===== config.mk =====
export PLATFORM = sky130hd
export DESIGN_NAME = img_frame_arb
export DESIGN_NICKNAME = d
export VERILOG_FILES = /design/src/rtl/img_stream_pkg.sv /design/src/rtl/stream_rr_pick2.sv /design/src/rtl/img_frame_arb.sv
export SDC_FILE = /design/constraint.sdc
export NUM_CORES = 1
export LEC_CHECK = 0
export BUFFER_PORTS_ARGS = -buffer_cell sky130_fd_sc_hd__buf_2
export CORE_MARGIN = 2
export CORE_UTILIZATION = 40
export DETAILED_ROUTE_END_ITERATION = 10
export PLACE_DENSITY = 0.63
export SYNTH_ARGS = -nofsm -noshare
export SYNTH_HDL_FRONTEND = slang
export SYNTH_SLANG_ARGS = --single-unit

===== constraint.sdc =====
create_clock -name clk -period 4.3 [get_ports clk]
set_clock_uncertainty 0.15 [all_clocks]
set_input_delay 0.215 -clock clk [delete_from_list [all_inputs] [get_ports clk]]
set_output_delay 0.215 -clock clk [all_outputs]
set_load 0.01 [all_outputs]

===== src/rtl/img_stream_pkg.sv =====
// Shared constants and types for the frame-granular image stream arbiter.
package img_stream_pkg;
  localparam int DATA_W_DEF = 16;
  localparam int CNT_W      = 16;

  typedef enum logic {
    IDLE  = 1'b0,
    GRANT = 1'b1
  } arb_state_e;

  // A zero-line frame makes no sense, so the arbiter treats it as one line.
  function automatic logic [CNT_W-1:0] height_or_one(input logic [CNT_W-1:0] h);
    return (h == '0) ? CNT_W'(1) : h;
  endfunction
endpackage


===== src/rtl/stream_rr_pick2.sv =====
// Two-way round-robin pick: ptr decides only when both sources request.
module stream_rr_pick2 (
  input  logic [1:0] req,
  input  logic       ptr,
  output logic       gnt_idx,
  output logic       gnt_vld
);
  always_comb begin
    gnt_vld = |req;
    gnt_idx = (&req) ? ptr : req[1];
  end
endmodule


===== src/rtl/img_frame_arb.sv =====
// Two-source image stream arbiter: grants whole frames (SOF to last line)
// to one source at a time and drains stray non-SOF beats while idle.
module img_frame_arb
  import img_stream_pkg::*;
#(
  parameter int DATA_W = DATA_W_DEF
) (
  input  logic              clk,
  input  logic              rst,
  input  logic [CNT_W-1:0]  IMG_HEIGHT,
  input  logic              arb_en,
  input  logic              s0_axis_tvalid,
  output logic              s0_axis_tready,
  input  logic [DATA_W-1:0] s0_axis_tdata,
  input  logic              s0_axis_tuser,
  input  logic              s0_axis_tlast,
  input  logic              s1_axis_tvalid,
  output logic              s1_axis_tready,
  input  logic [DATA_W-1:0] s1_axis_tdata,
  input  logic              s1_axis_tuser,
  input  logic              s1_axis_tlast,
  output logic              m_axis_tvalid,
  input  logic              m_axis_tready,
  output logic [DATA_W-1:0] m_axis_tdata,
  output logic              m_axis_tuser,
  output logic              m_axis_tlast,
  output logic              busy,
  output logic              active_src,
  output logic [CNT_W-1:0]  frame_cnt0,
  output logic [CNT_W-1:0]  frame_cnt1,
  output logic [CNT_W-1:0]  drop_cnt,
  output logic              err_sof,
  input  logic              err_clr
);
  arb_state_e state, state_nxt;

  logic [1:0]             vld, usr, lst, req, drop;
  logic [1:0][DATA_W-1:0] dat;
  logic                   ptr, first_beat;
  logic [CNT_W-1:0]       line_cnt, h_lat, eff_line;
  logic                   pick_idx, pick_vld, grant_go;
  logic                   hs, sof_err, frame_end;
  logic [CNT_W:0]         drop_sum;

  assign vld  = {s1_axis_tvalid, s0_axis_tvalid};
  assign usr  = {s1_axis_tuser,  s0_axis_tuser};
  assign lst  = {s1_axis_tlast,  s0_axis_tlast};
  assign dat  = {s1_axis_tdata,  s0_axis_tdata};
  assign req  = vld & usr;
  assign drop = vld & ~usr;

  stream_rr_pick2 u_pick (
    .req     (req),
    .ptr     (ptr),
    .gnt_idx (pick_idx),
    .gnt_vld (pick_vld)
  );

  assign grant_go  = (state == IDLE) && arb_en && pick_vld;
  assign hs        = (state == GRANT) && m_axis_tvalid && m_axis_tready;
  // A late SOF starts the frame over: that beat belongs to line 0.
  assign sof_err   = hs && m_axis_tuser && !first_beat;
  assign eff_line  = sof_err ? '0 : line_cnt;
  assign frame_end = hs && m_axis_tlast && (eff_line == CNT_W'(h_lat - CNT_W'(1)));

  always_ff @(posedge clk) begin
    if (rst) state <= IDLE;
    else     state <= state_nxt;
  end

  always_comb begin
    state_nxt = state;
    case (state)
      IDLE:    if (grant_go)  state_nxt = GRANT;
      GRANT:   if (frame_end) state_nxt = IDLE;
      default: state_nxt = IDLE;
    endcase
  end

  // Reset forces every handshake output low even though the paths are combinational.
  always_comb begin
    busy           = (state == GRANT);
    s0_axis_tready = 1'b0;
    s1_axis_tready = 1'b0;
    m_axis_tvalid  = 1'b0;
    m_axis_tdata   = '0;
    m_axis_tuser   = 1'b0;
    m_axis_tlast   = 1'b0;
    if (!rst) begin
      if (state == GRANT) begin
        m_axis_tvalid = vld[active_src];
        m_axis_tdata  = dat[active_src];
        m_axis_tuser  = usr[active_src];
        m_axis_tlast  = lst[active_src];
        if (active_src) s1_axis_tready = m_axis_tready;
        else            s0_axis_tready = m_axis_tready;
      end else begin
        s0_axis_tready = drop[0];
        s1_axis_tready = drop[1];
      end
    end
  end

  assign drop_sum = {1'b0, drop_cnt}
                  + (CNT_W+1)'(drop[0] && state == IDLE)
                  + (CNT_W+1)'(drop[1] && state == IDLE);

  always_ff @(posedge clk) begin
    if (rst) begin
      ptr        <= 1'b0;
      active_src <= 1'b0;
      first_beat <= 1'b0;
      line_cnt   <= '0;
      h_lat      <= CNT_W'(1);
      frame_cnt0 <= '0;
      frame_cnt1 <= '0;
      drop_cnt   <= '0;
      err_sof    <= 1'b0;
    end else begin
      if (grant_go) begin
        active_src <= pick_idx;
        h_lat      <= height_or_one(IMG_HEIGHT);
        line_cnt   <= '0;
        first_beat <= 1'b1;
      end else if (hs) begin
        first_beat <= 1'b0;
        line_cnt   <= m_axis_tlast ? CNT_W'(eff_line + CNT_W'(1)) : eff_line;
        if (frame_end) begin
          ptr <= ~active_src;
          if (active_src) frame_cnt1 <= frame_cnt1 + CNT_W'(1);
          else            frame_cnt0 <= frame_cnt0 + CNT_W'(1);
        end
      end
      drop_cnt <= drop_sum[CNT_W] ? {CNT_W{1'b1}} : drop_sum[CNT_W-1:0];
      if (sof_err)      err_sof <= 1'b1;
      else if (err_clr) err_sof <= 1'b0;
    end
  end
endmodule


After elaboration in Yosys (flattened, before gate mapping)
Index checks and enable logic that the tools add are counted.

Register bits after elaboration: 85. Word-level logic and storage cells: 78. Output and inout bits: 72. Input bits: 59.

Add/subtract/negate cells: 6. Reductions and logical operators: 20. Bitwise gates (word level): 6. Order comparisons: 1. Mux-type cells: 34. Eq/ne operators: 1.

Operator list (count): 2-to-1 mux 16 bit (8); adder 16 x 1 -> 16 bit, second input constant (3); 2-to-1 mux 1 bit (25); adder 16 x 1 -> 17 bit (1); adder 17 x 1 -> 17 bit (1); == test 16 bit (1); logical NOT 16 bit (1); subtractor 16 x 1 -> 16 bit, second input constant (1); logical AND 1 bit (10); AND reduction 4 bit (2); bitwise AND 2 bit (2); nonzero test 2 bit (2); OR reduction 2 bit (2); inverter 1 bit (3); AND reduction 3 bit (1); less-than comparator 1 x 2 -> 1 bit, second input constant (1); inverter 2 bit (1); case mux 1 bit (2 select lines) (1); AND reduction 2 bit (1); logical NOT 1 bit (1).

Logic depth before layout (Yosys ltp)
Depth after elaboration: 13. Gate-level depth with buffers: 12. Mapped depth without buffers: 11.

Hierarchy
A second synthesis with hierarchy kept.

Cell total of the unflattened synthesis: 612. Area, all modules: 5081.1 um^2.

By module, submodules not included: img_frame_arb (area each 5063.6 um^2, sequential area each 1701.6 um^2, cells an instance 609, times used 1); stream_rr_pick2 (area each 17.5 um^2, sequential area each 0.0 um^2, cells an instance 3, times used 1).

Worst setup path after synthesis
Ideal clock, no wire load.

Path type: register -> register. Start: register h_lat[0]. End: register frame_cnt0[14]. Setup time: 0.070 ns. Buffers on the path: 0. Required time: 4.080 ns. Clock period less this slack: 3.651 ns. Cell stages (with the launch flop): 12. Slack: 0.649 ns. Arrival time: 3.431 ns. Cells stage by stage: dfxtp_1 inv_1 ha_1 or3b_2 or4_4 a32oi_1 nand4_2 a2111oi_4 nand2_2 or4_4 or3_1 a21oi_1.

Longest elaborated chain between the ends: 4.

Ends and longest elaborated chain: start, declared (RTL line img_frame_arb.sv:40) `logic [CNT_W-1:0] line_cnt, h_lat, eff_line;`; start signal, assigned (RTL line img_frame_arb.sv:122) `h_lat <= height_or_one(IMG_HEIGHT);`; subtractor 16 x 1 -> 16 bit (RTL line img_frame_arb.sv:64) `assign frame_end = hs && m_axis_tlast && (eff_line == CNT_W'(h_lat - CNT_W'(1)));`; == test 16 bit (RTL line img_frame_arb.sv:64); logical AND 1 bit (RTL line img_frame_arb.sv:64); AND reduction 4 bit (no line); end signal, assigned (RTL line img_frame_arb.sv:131) `else frame_cnt0 <= frame_cnt0 + CNT_W'(1);`; end, declared (RTL line img_frame_arb.sv:29) `output logic [CNT_W-1:0] frame_cnt0,`.

No other way between the ends. A chain may end at the register's enable or synchronous reset.

Final worst setup path
Same ends and word-level chain as after synthesis.

==> results.md <==
- Area growth, synth to finish: 25.9%
- Vias in the first global route: 4,736
- Final Max Tran Viols: 0
- Share of post-route cells with drive strength above 1: 0.236
- Unrepaired setup endpoints after global routing: false
- Core area: 11,900 sq um
- Dominant cells by area after synthesis: dfxtp_1, a21oi_1, nand2_1
- HP Class: input port to flop
- Critical Path Sink Type: flop
- RD Place Congestion: 0.845
- Sequential share of power: 0.444
- Final period util: 0.930
- Via Count: 4,863
- Clock buffer count from CTS: 9
- Skew-Pair Late Insertion Delay: ~0.35 ns
- Highest Signal Layer: met4
- Global-route wire length before repair: ~23,000 microns
- Share of Yosys cell area claimed by the top area cell type: 0.352
- Area leader, netlist: dfxtp_1
- Setup TNS: 0 ns
- NetSw: about 0.00046 W
- Synthesized cell area: between 4000 and 5000 sq um
- Sinks on Clock Net: between 80 and 90
- Routed WL per cell: 15.6 microns
- Pwr dens: just over 300 nW/um^2
- Final Hold Vio Count: 0
- DR iter-0 viols: 209
- DRC Markers: 0
- Yosys cell types: 61
- All-layer global routing usage: 0.220
- H-tree levels: 3
- Met3 wire len: 812 microns
- CP Data Required Time: 4.44 ns
- Routed WL: 13,900 microns
- Via density: ~5.4
- Leakage: 2.44 nW
- Clk pin slew, worst setup/hold paths: 0.06 ns
- Final #Nets: 807
- Internal power: 0.00138 W
- Global route overflow: 0
- Post-synth EDFFs: 0
- Worst slew pin tran: 0.881 ns
- Register area share after synthesis: 0.352
- Max_cap viols: 0
- Yosys warns: 0
- Largest net degree at the start of global routing: 33
- Fmax: 250 MHz
- Fin area: 6080 sq um
- Die Span Y: 114 microns
- Clock Root Buffer: clkbuf_16
- Die area: 13,000 sq um
- I/O pin count: 131
- Combinational fraction of design power: 0.125
- Critical Path AT: 4.14 ns
- Syn_area_per_cell: 8.00 sq um
- CP Launch Type: flop
- Gate Count Post-Synth: 604
- I/O Buffers: 130
- Status: completed
- Final setup viols: 0
- Initial antenna violation count: 0
- Layout Utilization: 0.511
- Net Count, Synth: 669
- Synth Register Bits: 85
- Met2 wire length: a little under 7000 microns
- Asr flop ratio synth: 0
- Fin crit period: 4.00 ns
- CTS tree: done
- Met1 Wirelength: 6080 microns
- FP Rows: 40
- Critical Path Fanout Max: 9
- First-pass DRT Iterations: 5
- Horiz. Die Dim: 114 microns
- Post-DRT Antenna Nets: 0
- Relative slew margins: 0.411
- VDD IR max: about 0.24 mV
- Initial Util: 0.406
- WS Path Type: flop to flop
- Diodes inserted: 0
- Postcts setup bufs: 0
- Placement Cell Area: 5620 sq um
- Main synth FF type: dfxtp_1
- Clock power frac: 0.432
- Max clock buf depth: 2
- Final HPWL DP: 10,400 microns
- Sw frac: 0.252
## cells in the final DEF (no fill, tap or decap), types with 9 or more instances in the layout
master and instances:
dlygate4sd3_1 16, clkbuf_16 9, nand2_1 67, mux2i_1 23, dfxtp_1 85, or3_1 14, and3_1 13, nor3_1 15
o21ai_0 20, nor2_1 67, xnor2_1 27, nand4_1 10, xor2_1 18, buf_2 130, nand3_1 26, inv_1 21
buf_4 9, a21oi_1 55, nor4_1 13
## worst paths after layout
path	startpoint	slack (ns)	cells after the start	to
max	h_lat[0]$_SDFFE_PP1P_	0.30	11	frame_cnt0[14]$_SDFFE_PP0P_
min	IMG_HEIGHT[0]	0.1	4	h_lat[0]$_SDFFE_PP1P_
max reg2reg	h_lat[0]$_SDFFE_PP1P_	0.30	11	frame_cnt0[14]$_SDFFE_PP0P_
min reg2reg	err_sof$_SDFFE_PP0P_	0.33	2	err_sof$_SDFFE_PP0P_
## routing by layer
layer,vias to the layer above,global-route usage
li1,2420,-
met1,2312,0.271
met2,113,0.379
met3,18,0.0569
met4,0,0.0626
met5,-,0
## registers in the layout (all words and copies together) (netlist names)
signal	cells
active_src	1
busy	1
drop_cnt	16
err_sof	1
first_beat	1
frame_cnt0	16
frame_cnt1	16
h_lat	16
line_cnt	16
ptr	1
## critical path: stages (launching register included)
cell and delay (ns):
dfxtp_1 0.35, inv_1 0.12, ha_1 0.25, or3b_2 0.50, or4_4 0.51, a32oi_1 0.29
nand4_2 0.19, a2111oi_4 0.33, nand2_2 0.20, or4_4 0.56, or3_1 0.36, a21oi_1 0.13
## cells by family (layout without fill, tap and decap cells)
family,after synthesis,after routing,synth area share
adders and majority gates,6,6,0.0171
AOI/OAI and AO/OA,117,117,0.155
xor gates and xnor gates,47,47,0.0909
buffers and inverters,49,191,0.0396
DFF,85,85,0.352
and+or+nand+nor,274,274,0.291
muxes,26,26,0.0546
## per-stage QoR
stage | instances | power (W) | hold slack (ns) | setup WS, ns
3_5_place_dp | 862 | 0.00105 | 0.311 | 0.342
2_1_floorplan | 604 | 0.000972 | 0.201 | 0.649
4_1_cts | 893 | 0.00186 | 0.100 | 0.307
6_report | 893 | 0.00184 | 0.0980 | 0.301
5_1_grt | 893 | 0.00192 | 0.136 | 0.0439
3_3_place_gp | 862 | 0.00104 | 0.301 | 0.416
## Yosys cell counts (all sizes together) (4+ instances only)
master / number
dfxtp: 85
nand2: 68
nor2: 67
a21oi: 55
xnor2: 27
nand3: 26
clkbuf: 25
mux2i: 23
inv: 21
o21ai: 20
xor2: 18
nor3: 15
nor4: 14
or3: 14
and3: 13
nand4: 11
or4: 7
or2: 6
and2: 5
ha: 5
nand3b: 5
nor3b: 5
o31ai: 5
nand2b: 4
## repair_timing
action,4_1_cts,5_1_grt
hold buffers,16,0
resized for setup,0,0
endpoints found under the hold margin,16,0
## power by group through the flow
| stage | Clock, W | Combinational, W | Sequential, W |
|---|---|---|---|
| after detailed placement | 0 | 0.000216 | 0.000833 |
| after CTS | 0.000815 | 0.000229 | 0.000816 |
| after global placement | 0 | 0.000212 | 0.000833 |
| final | 0.000795 | 0.000229 | 0.000816 |
| after global routing | 0.000852 | 0.000252 | 0.000818 |
| after floorplan | 0 | 0.000143 | 0.000830 |
## layout make-up
class                           count  area [sq um]
Fill cell                        1160          5830
Multi-Input combinational cell    470          2940
Sequential cell                    85          1700
Timing Repair Buffer              155           878
Clock buffer                       12           256
Tap cell                          147           184
Inverter                           21          78.8
Clock inverter                      3          45.0
No activity file was read; power rests on OpenSTA's default activity.
